File: config.mk
export PLATFORM = sky130hd
export DESIGN_NAME = mem_port_arbiter
export DESIGN_NICKNAME = d
export VERILOG_FILES = /design/src/rtl/mem_port_arbiter.sv
export SDC_FILE = /design/constraint.sdc
export NUM_CORES = 1
export LEC_CHECK = 0
export ABC_AREA = 0
export CAP_MARGIN = 20
export CORE_ASPECT_RATIO = 0.75
export CORE_MARGIN = 10
export CORE_UTILIZATION = 49
export CTS_BUF_LIST = sky130_fd_sc_hd__clkbuf_8
export CTS_CLUSTER_SIZE = 20
export DETAILED_ROUTE_END_ITERATION = 7
export PLACE_DENSITY = 0.87
export SLEW_MARGIN = 25
export SYNTH_ARGS = -nofsm -noshare
export SYNTH_HDL_FRONTEND = slang
export SYNTH_SLANG_ARGS = --single-unit
File: constraint.sdc
create_clock -name clk -period 15 [get_ports clk]
set_clock_uncertainty 0.1 [all_clocks]
set_input_delay 4.5 -clock clk [delete_from_list [all_inputs] [get_ports clk]]
set_output_delay 4.5 -clock clk [all_outputs]
set_load 0.005 [all_outputs]
File: src/rtl/mem_port_arbiter.sv
// Arbiter sharing the unified single-port memory between instruction fetch and load/store.
// Optional watchdog abort is compiled in when ARB_TIMEOUT_EN is defined.
module mem_port_arbiter #(
  parameter int MAX_D_STREAK   = 4,
  parameter int TIMEOUT_CYCLES = 16
) (
  input  logic        clk,
  input  logic        rst,
  input  logic        if_req,
  input  logic [31:0] if_addr,
  output logic        if_gnt,
  output logic        if_valid,
  output logic [31:0] if_rdata,
  input  logic        d_req,
  input  logic        d_we,
  input  logic [31:0] d_addr,
  input  logic [31:0] d_wdata,
  input  logic [3:0]  d_be,
  output logic        d_gnt,
  output logic        d_valid,
  output logic [31:0] d_rdata,
  output logic        mem_req,
  output logic        mem_we,
  output logic [31:0] mem_addr,
  output logic [31:0] mem_wdata,
  output logic [3:0]  mem_be,
  input  logic        mem_ack,
  input  logic [31:0] mem_rdata,
  output logic        sel,
  output logic        bus_err
);

  typedef enum logic [1:0] {IDLE, BUSY_IF, BUSY_D} state_t;

  localparam logic [3:0]  STREAK_MAX = 4'(MAX_D_STREAK);
  localparam logic [31:0] NOP_INSN   = 32'h0000_0013;

  state_t      state_reg, state_next;
  logic        sel_reg;
  logic [3:0]  streak_reg;
  logic [31:0] if_addr_reg;
  logic        d_we_reg;
  logic [31:0] d_addr_reg;
  logic [31:0] d_wdata_reg;
  logic [3:0]  d_be_reg;
  logic        if_valid_reg, d_valid_reg;
  logic [31:0] if_rdata_reg, d_rdata_reg;

  logic busy;
  logic arb_point;
  logic abort;
  logic done_if, done_d;
  logic abort_if, abort_d;

  assign busy     = (state_reg != IDLE);
  assign done_if  = (state_reg == BUSY_IF) && mem_ack;
  assign done_d   = (state_reg == BUSY_D) && mem_ack;
  assign abort_if = abort && (state_reg == BUSY_IF);
  assign abort_d  = abort && (state_reg == BUSY_D);

`ifdef ARB_TIMEOUT_EN
  localparam int TMO_W = $clog2(TIMEOUT_CYCLES + 1);

  logic [TMO_W-1:0] tmo_cnt_reg;
  logic             bus_err_reg;

  // Abort fires on the last BUSY cycle that still sees no ack.
  assign abort   = busy && !mem_ack && (tmo_cnt_reg == TMO_W'(TIMEOUT_CYCLES - 1));
  assign bus_err = bus_err_reg;

  always_ff @(posedge clk or posedge rst) begin
    if (rst) begin
      tmo_cnt_reg <= '0;
      bus_err_reg <= 1'b0;
    end else begin
      bus_err_reg <= abort;
      if (if_gnt || d_gnt) begin
        tmo_cnt_reg <= '0;
      end else if (busy) begin
        tmo_cnt_reg <= tmo_cnt_reg + 1'b1;
      end
    end
  end
`else
  assign abort   = 1'b0;
  assign bus_err = 1'b0;
`endif

  always_comb begin
    state_next = state_reg;
    if_gnt     = 1'b0;
    d_gnt      = 1'b0;
    arb_point  = (state_reg == IDLE) || mem_ack;
    if (arb_point) begin
      if (d_req && (!if_req || (streak_reg < STREAK_MAX))) begin
        d_gnt      = 1'b1;
        state_next = BUSY_D;
      end else if (if_req) begin
        if_gnt     = 1'b1;
        state_next = BUSY_IF;
      end else begin
        state_next = IDLE;
      end
    end else if (abort) begin
      state_next = IDLE;
    end
  end

  always_ff @(posedge clk or posedge rst) begin
    if (rst) begin
      state_reg    <= IDLE;
      sel_reg      <= 1'b0;
      streak_reg   <= '0;
      if_addr_reg  <= '0;
      d_we_reg     <= 1'b0;
      d_addr_reg   <= '0;
      d_wdata_reg  <= '0;
      d_be_reg     <= '0;
      if_valid_reg <= 1'b0;
      d_valid_reg  <= 1'b0;
      if_rdata_reg <= '0;
      d_rdata_reg  <= '0;
    end else begin
      state_reg    <= state_next;
      if_valid_reg <= done_if || abort_if;
      d_valid_reg  <= done_d || abort_d;

      if (done_if) begin
        if_rdata_reg <= mem_rdata;
      end else if (abort_if) begin
        if_rdata_reg <= NOP_INSN;
      end

      // Stores complete without touching the load data register.
      if (done_d && !d_we_reg) begin
        d_rdata_reg <= mem_rdata;
      end else if (abort_d) begin
        d_rdata_reg <= NOP_INSN;
      end

      if (if_gnt) begin
        if_addr_reg <= if_addr;
        sel_reg     <= 1'b0;
        streak_reg  <= '0;
      end

      if (d_gnt) begin
        d_we_reg    <= d_we;
        d_addr_reg  <= d_addr;
        d_wdata_reg <= d_wdata;
        d_be_reg    <= d_be;
        sel_reg     <= 1'b1;
        if (if_req) begin
          streak_reg <= (streak_reg == STREAK_MAX) ? STREAK_MAX : streak_reg + 4'd1;
        end else begin
          streak_reg <= '0;
        end
      end
    end
  end

  // Bitwise 2:1 address mux in front of the memory.
  for (genvar gi = 0; gi < 32; gi++) begin : g_addr_mux
    assign mem_addr[gi] = sel_reg ? d_addr_reg[gi] : if_addr_reg[gi];
  end

  assign mem_req   = busy;
  assign mem_we    = sel_reg & d_we_reg;
  assign mem_wdata = sel_reg ? d_wdata_reg : 32'h0;
  assign mem_be    = sel_reg ? d_be_reg : 4'h0;
  assign sel       = sel_reg;
  assign if_valid  = if_valid_reg;
  assign d_valid   = d_valid_reg;
  assign if_rdata  = if_rdata_reg;
  assign d_rdata   = d_rdata_reg;

endmodule

==> results of run 1 <==
[power by group through the flow]
stage	logic, W	clock network, W	registers (W)
floorplan	0.000204	0	0.000647
global placement	0.000495	0	0.000651
detailed placement	0.000508	0	0.000658
CTS	0.000511	0.000342	0.000651
global route	0.000536	0.000361	0.000664
finish	0.000501	0.000333	0.000650
[per-stage QoR]
step,setup slack [ps],hold WS [ps]
6_report,4023,409.6
5_1_grt,3928,423.5
4_1_cts,4018,412.3
3_5_place_dp,4017,387.7
3_3_place_gp,4069,367.7
2_1_floorplan,5211,373.4
[cells in the mapped netlist]
master,n
o21bai_2,1
mux2_2,128
nand3_1,1
o311ai_4,1
a21o_1,1
o21ai_0,4
a22o_1,2
inv_1,8
mux2_4,68
nor3_2,1
dfrtp_1,174
buf_4,1
o211ai_1,1
nor2_1,2
buf_2,11
and4_1,1
conb_1,1
and3_1,1
and2_1,38
buf_6,8
ha_1,2
nand2_1,3
mux2_1,2
clkbuf_1,6
[path summary, 6_finish.rpt]
kind / from / end / slack (ps) / cells past startpoint
max reg2reg: streak_reg[2]$_DFFE_PP0P_ / d_addr_reg[30]$_DFFE_PP0P_ / 12230 / 4
min: if_addr_reg[29]$_DFFE_PP0P_ / if_addr_reg[29]$_DFFE_PP0P_ / 410 / 1
max in group asynchronous: rst / if_rdata[4]$_DFFE_PP0P_ / 8780 / 3
max: mem_ack / d_gnt / 4020 / 4
min reg2reg: if_addr_reg[29]$_DFFE_PP0P_ / if_addr_reg[29]$_DFFE_PP0P_ / 410 / 1
min in group asynchronous: rst / if_rdata[15]$_DFFE_PP0P_ / 4490 / 2
[critical path: cells and delay by family]
| family | cells | cell delay [ps] |
|---|---|---|
| and+or+nand+nor | 1 | 510 |
| buffers and inverters | 2 | 1150 |
| AOI/OAI and AO/OA | 1 | 210 |
[cell type report]
type / instances / share of cell area, %
Tap cell: 200 / 2.328
Timing Repair Buffer: 282 / 26.12
Sequential cell: 174 / 40.52
Clock buffer: 17 / 2.177
Clock inverter: 15 / 1.536
Multi-Input combinational cell: 258 / 26.99
Inverter: 8 / 0.3259
[cells by family (layout without fill, tap and decap cells)]
| group | Yosys count | in the layout | synth area share [%] |
|---|---|---|---|
| flip-flops | 174 | 174 | 58.45 |
| buffers and inverters | 34 | 322 | 2.754 |
| adder cells (fa/ha/maj) | 2 | 2 | 0.3359 |
| AND/OR/NAND/NOR | 47 | 47 | 3.846 |
| multiplexers | 198 | 198 | 33.36 |
| other | 1 | 1 | 0.05034 |
| AO/OA/AOI/OAI | 10 | 10 | 1.209 |
[routing by layer]
metal / global-route usage (%) / wire length, um / vias to the layer above
li1: - / - / 2169
met1: 22.87 / 8378 / 2390
met2: 31.32 / 9571 / 228
met3: 9.696 / 2324 / 36
met4: 8.489 / 518 / 0
met5: 0 / 0 / -
==> flow_metrics.tcl, run 1 <==
set metrics [dict create \
    worst_pin_slew_ps 939.4 \
    num_io_pins 278 \
    p_int_w 0.001070 \
    dpl.hpwl_um 15480 \
    ys_ff_latch 174 \
    antenna_left 0 \
    gp_congestion 0.8456 \
    track_usage_pct 19.96 \
    rsz0062_at_grt "false" \
    port_buffers 276 \
    grt_pass1_vias 5396 \
    crit_slowest_cell "clkdlybuf4s50_1" \
    clock_path_buffers 2 \
    pwr-share-clk_pct 22.4 \
    grt_pass1_wl_um 31840 \
    ir_drop_uv 87.28 \
    switching_share_pct 27.93 \
    max_freq_mhz 91.10 \
    seqPwrFrac_pct 43.8 \
    setup_viol 0 \
    numClockSinks 174 \
    avgSynthCellArea_um2 15.99 \
    fin_cells 954 \
    maxCapViolations 0 \
    syn_nets 606 \
    drc 0 \
    postCtsSetupRepairBufs 0 \
    nNetsFinal 881 \
    cts_buffers 17 \
    cp_slowest_stage_delay_ps 590 \
    power_frac_comb_pct 33.8 \
    slew_viol_final 0 \
    synth_area_mm2 0.007450 \
    htree_levels 4 \
    ctsHoldBuffers 0 \
    die_h_um 126.8 \
    fin_setup_tns_ps 0 \
    critPathMaxFanout 23 \
    final_common_cell "clkdlybuf4s50_1" \
    area_growth_pct 44.29 \
    start_util_pct 50.71 \
    yosysSeqAreaShare_pct 58.45 \
    vias 4823 \
    dpl.cell_count 922 \
    synth.distinct_cells 24 \
    fp.dieArea_mm2 0.02059 \
    power_leakage_nw 4.632 \
    finalPower_w 0.001484 \
    drive_gt1_share_pct 31.83 \
    finalCriticalPeriod_ps 10980 \
    register_area_mm2 0.004355 \
    min_period_over_period_pct 73.18 \
    endpoint_kind "primary output" \
    path_cells "clkdlybuf4s50_1 -> o21bai_2 -> and3_4 -> clkdlybuf4s50_1" \
    start_kind "primary input" \
    powerDensity_mw_per_mm2 138.1 \
    clk_pin_slew_ps 90 \
    cts-resized-gates 0 \
    hold_viol 0 \
    multi_input_area_mm2 0.002902 \
    final_cell_mix "276 x clkdlybuf4s50_1, 173 x dfrtp_1, 128 x mux2_2" \
    n_antenna_cell 0 \
    fin_area_mm2 0.01075 \
    relSlewSlack_pct 37.38 \
    fp.dieW_um 162.4 \
    clkLatencyLatePin_ps 470 \
    rows 38 \
    cp_data_arrival_time_ps 6380 \
    required_ps 10400 \
    core_area_mm2 0.01469 \
    drt_iter0_markers 219 \
    ys_warn_count 0 \
    grt_overflow 0 \
    power_switching_w 0.0004146 \
    synth_area_leader_cell "dfrtp_1" \
    antenna_found_initial 0 \
    grt_max_degree 103 \
    fillers 890 \
    status "finished, final reports clean" \
    hold_class "flip-flop to flip-flop" \
    place_area_mm2 0.01035 \
    cts_tree "built" \
    synth.top_cell.area_share_pct 58.45 \
    worstSetupPathType "primary input to primary output" \
    finalCoreUtilization_pct 73.16 \
    dr.pass1.iters 4 \
    synth_area_leaders "dfrtp_1 58%, mux2_2 19%, mux2_4 14%, and2_1 3.2%, buf_6 1.2%" \
    synthCells 466 \
    via_per_inst 5.056 \
    wl_per_cell_um 21.80 \
    totalWireLength_um 20790 \
    cpMostUsedCell "clkdlybuf4s50_1" \
    cts_root_buf "clkbuf_8" \
]
(Power assumes the default switching activity.)
==> run 2, diff against run 1 <==
--- a/config.mk
+++ b/config.mk
@@ -9,11 +9,11 @@
 export CAP_MARGIN = 20
 export CORE_ASPECT_RATIO = 0.75
 export CORE_MARGIN = 10
-export CORE_UTILIZATION = 49
+export CORE_UTILIZATION = 46
 export CTS_BUF_LIST = sky130_fd_sc_hd__clkbuf_8
 export CTS_CLUSTER_SIZE = 20
 export DETAILED_ROUTE_END_ITERATION = 7
-export PLACE_DENSITY = 0.87
+export PLACE_DENSITY = 0.83
 export SLEW_MARGIN = 25
 export SYNTH_ARGS = -nofsm -noshare
 export SYNTH_HDL_FRONTEND = slang
==> constraint.sdc (replaced) <==
create_clock -name clk -period 10.9 [get_ports clk]
set_clock_uncertainty 0.1 [all_clocks]
set_input_delay 3.27 -clock clk [delete_from_list [all_inputs] [get_ports clk]]
set_output_delay 3.27 -clock clk [all_outputs]
set_load 0.005 [all_outputs]
==> flow_metrics.tcl, run 2 (same netlist as run 1, synthesis figures left out) <==
set metrics [dict create \
    relSlewSlack_pct 43.47 \
    maxCapViolations 0 \
    antenna_left 0 \
    nNetsFinal 881 \
    port_buffers 276 \
    numClockSinks 174 \
    dr.pass1.iters 4 \
    start_kind "primary input" \
    rows 40 \
    area_growth_pct 44.71 \
    finalPower_w 0.002044 \
    cts-resized-gates 0 \
    critPathMaxFanout 30 \
    grt_overflow 0 \
    worstSetupPathType "primary input to primary output" \
    finalCriticalPeriod_ps 8638 \
    cp_data_arrival_time_ps 5270 \
    setup_viol 0 \
    track_usage_pct 18.49 \
    wl_per_cell_um 20.78 \
    fin_setup_tns_ps 0 \
    rr_startpoint "state_reg[0]$_DFFE_PP0N_" \
    crit_path_end "d_gnt" \
    finalCoreUtilization_pct 67.52 \
    required_ps 7530 \
    min_period_over_period_pct 79.24 \
    postCtsSetupRepairBufs 0 \
    drc 0 \
    hold_class "flip-flop to flip-flop" \
    cts_root_buf "clkbuf_8" \
    reg2reg_slack_ps 8190 \
    hold_path.startpoint "d_rdata[25]$_DFFE_PP0P_" \
    rsz0062_at_grt "false" \
    clock_path_buffers 2 \
    dpl.hpwl_um 15060 \
    fp.dieW_um 166.9 \
    slew_viol_final 0 \
    num_io_pins 278 \
    powerDensity_mw_per_mm2 189.6 \
    vias 4805 \
    power_leakage_nw 4.628 \
    final_cell_mix "276 x clkdlybuf4s50_1, 173 x dfrtp_1, 128 x mux2_2" \
    cp-startpoint "mem_ack" \
    status "finished, final reports clean" \
    via_per_inst 4.990 \
    htree_levels 4 \
    grt_pass1_wl_um 31590 \
    ir_drop_uv 95.89 \
    core_area_mm2 0.01597 \
    die_h_um 130.2 \
    hold_viol 0 \
    totalWireLength_um 20010 \
    worst_pin_slew_ps 848.0 \
    clk_pin_slew_ps 90 \
    max_freq_mhz 115.8 \
    antenna_found_initial 0 \
    cts_buffers 17 \
    ctsHoldBuffers 0 \
    endpoint_kind "primary output" \
    clkLatencyLatePin_ps 450 \
    fp.dieArea_mm2 0.02174 \
    r2r_end "d_addr_reg[30]$_DFFE_PP0P_" \
    gp_congestion 0.8548 \
    n_antenna_cell 0 \
    drt_iter0_markers 197 \
    reg2reg_depth 4 \
    cts_tree "built" \
    drive_gt1_share_pct 31.74 \
    grt_pass1_vias 5524 \
    final_common_cell "clkdlybuf4s50_1" \
    start_util_pct 46.66 \
    grt_max_degree 97 \
]
## run 2: worst max-delay path, cell delays in order
cell and delay (ps):
clkdlybuf4s50_1 560, o21bai_2 210, and3_4 610, clkdlybuf4s50_1 620
## run 2: worst min-delay path by stage
stage	to	cells past startpoint
floorplan	d_wdata_reg[10]$_DFFE_PP0P_	1
global placement	d_rdata[25]$_DFFE_PP0P_	1
detailed placement	d_rdata[25]$_DFFE_PP0P_	1
CTS	d_rdata[25]$_DFFE_PP0P_	1
global route	if_addr_reg[9]$_DFFE_PP0P_	1
finish	d_rdata[25]$_DFFE_PP0P_	1
## run 2: report_power, final
part	leakage, nW	switching (W)	internal [W]
clock	0.201	0.000232	0.000232
combinational	2.37	0.000212	0.000473
sequential	2.06	0.0000900	0.000805
total	4.63	0.000533	0.00151
## run 2: area by class of cell
type | instances | area, um2
clock buffers | 18 | 247.7
fillers | 1121 | 5185
inverters | 8 | 35.03
repair buffers | 282 | 2811
flip-flops and latches | 174 | 4355
multi-input cells | 258 | 2902
clock inverters | 13 | 166.4
well taps | 210 | 262.8
## run 2: metal layers
metal	track usage, %	wire length (um)	up-vias
met2	29.77	9484	207
met5	0	0	-
met4	6.904	317	0
li1	-	-	2172
met1	22.05	8354	2401
met3	7.512	1851	25
## run 2: through the flow
step,hold WS [ps],worst slack [ps],cells,area [um2]
after floorplan,373.4,2813,466,7450
after global placement,369.4,2314,932,10360
after detailed placement,378.9,2264,932,10360
after CTS,399.7,2254,963,10780
after global routing,423.2,2142,963,10780
final,393.6,2263,963,10780
==> run 3, diff against run 2 <==
==> constraint.sdc (replaced) <==
create_clock -name clk -period 8.6 [get_ports clk]
set_clock_uncertainty 0.1 [all_clocks]
set_input_delay 2.58 -clock clk [delete_from_list [all_inputs] [get_ports clk]]
set_output_delay 2.58 -clock clk [all_outputs]
set_load 0.005 [all_outputs]
==> flow_metrics.tcl, run 3 (same netlist as run 1, synthesis figures left out) <==
set metrics [dict create \
    critPathMaxFanout 30 \
    slew_viol_final 0 \
    required_ps 5920 \
    holdWs_ps 405.4 \
    antenna_found_initial 0 \
    crit_slowest_cell "clkdlybuf4s50_1" \
    drc 0 \
    reg2reg_slack_ps 5870 \
    cts_root_buf "clkbuf_8" \
    clock_path_buffers 2 \
    drive_gt1_share_pct 31.70 \
    max_freq_mhz 137.2 \
    core_area_mm2 0.01597 \
    finalCriticalPeriod_ps 7290 \
    min_period_over_period_pct 84.76 \
    cts_buffers 17 \
    rows 40 \
    clkLatencyLatePin_ps 440 \
    hold_class "flip-flop to flip-flop" \
    hold_viol 0 \
    grt_overflow 0 \
    path_cells "clkdlybuf4s50_1 -> o21bai_2 -> and3_4 -> clkdlybuf4s50_1" \
    cp_data_arrival_time_ps 4610 \
    via_per_inst 4.924 \
    fp.dieW_um 166.9 \
    final_cell_mix "276 x clkdlybuf4s50_1, 173 x dfrtp_1, 128 x mux2_2" \
    relSlewSlack_pct 46.96 \
    gp_congestion 0.8578 \
    grt_pass1_vias 5582 \
    rsz0062_at_grt "false" \
    clk_pin_slew_ps 90 \
    fin_setup_tns_ps 0 \
    grt_pass1_wl_um 31440 \
    cp_slowest_stage_delay_ps 630 \
    start_util_pct 46.66 \
    port_buffers 276 \
    setup_viol 0 \
    endpoint_kind "primary output" \
    power_leakage_nw 4.644 \
    numClockSinks 174 \
    postCtsSetupRepairBufs 0 \
    ctsHoldBuffers 0 \
    ir_drop_uv 124.2 \
    n_antenna_cell 0 \
    worst_pin_slew_ps 795.6 \
    final_common_cell "clkdlybuf4s50_1" \
    fp.dieArea_mm2 0.02174 \
    num_io_pins 278 \
    grt_max_degree 112 \
    die_h_um 130.2 \
    dr.pass1.iters 4 \
    powerDensity_mw_per_mm2 242.4 \
    wl_per_cell_um 20.90 \
    area_growth_pct 45.03 \
    maxCapViolations 0 \
    vias 4747 \
    totalWireLength_um 20150 \
    drt_iter0_markers 269 \
    worstSetupPathType "primary input to primary output" \
    cpMostUsedCell "clkdlybuf4s50_1" \
    antenna_left 0 \
    cts-resized-gates 0 \
    start_kind "primary input" \
    dpl.hpwl_um 15100 \
    cts_tree "built" \
    nNetsFinal 881 \
    htree_levels 4 \
    status "finished, final reports clean" \
    track_usage_pct 18.45 \
]
run 3: worst max-delay path, delay by kind of cell:
| kind | cells | cell delay, ps |
|---|---|---|
| buffers and inverters | 2 | 1190 |
| AO/OA/AOI/OAI | 1 | 210 |
| AND/OR/NAND/NOR | 1 | 620 |
run 3: layer usage:
metal  track usage (%)  share of wire, %  vias to the layer above
li1                  -                 -                     2166
met1             22.05                42                     2375
met2             30.02                47                      187
met3             7.843               8.8                       19
met4             5.410               1.4                        0
met5                 0                 0                        -
run 3: cell type report:
class,count,area [um2]
fillers,1089,5161
flip-flops and latches,174,4355
multi-input cells,258,2902
repair buffers,282,2808
well taps,210,262.8
clock buffers,18,247.7
clock inverters,14,191.4
inverters,8,37.54
run 3: final timing paths:
check                           cells past startpoint                     start                    endpoint
worst max-delay path                                4                   mem_ack                       d_gnt
worst min-delay path                                1   d_rdata[25]$_DFFE_PP0P_     d_rdata[25]$_DFFE_PP0P_
worst max register to register                      4  state_reg[0]$_DFFE_PP0N_  d_addr_reg[30]$_DFFE_PP0P_
worst min register to register                      1   d_rdata[25]$_DFFE_PP0P_     d_rdata[25]$_DFFE_PP0P_
max in group asynchronous                           3                       rst             sel$_DFFE_PP0P_
min in group asynchronous                           2                       rst    if_rdata[20]$_DFFE_PP0P_
run 3: where the power goes:
| part | internal (W) | total (W) | switching (W) |
|---|---|---|---|
| Sequential | 0.00102 | 0.00114 | 0.000115 |
| Combinational | 0.000600 | 0.000868 | 0.000268 |
| Clock | 0.000325 | 0.000615 | 0.000291 |
| Total | 0.00194 | 0.00262 | 0.000674 |
run 3: stage by stage:
stage	instances	worst slack [ps]	utilization (%)	instance area, um2	power, W
finish	964	1310	67.67	10800	0.002619
global route	964	1217	67.67	10800	0.002763
CTS	964	1321	67.66	10800	0.002654
detailed placement	932	1320	64.91	10360	0.002030
global placement	932	1394	64.91	10360	0.001997
floorplan	466	1203	-	7450	0.001484
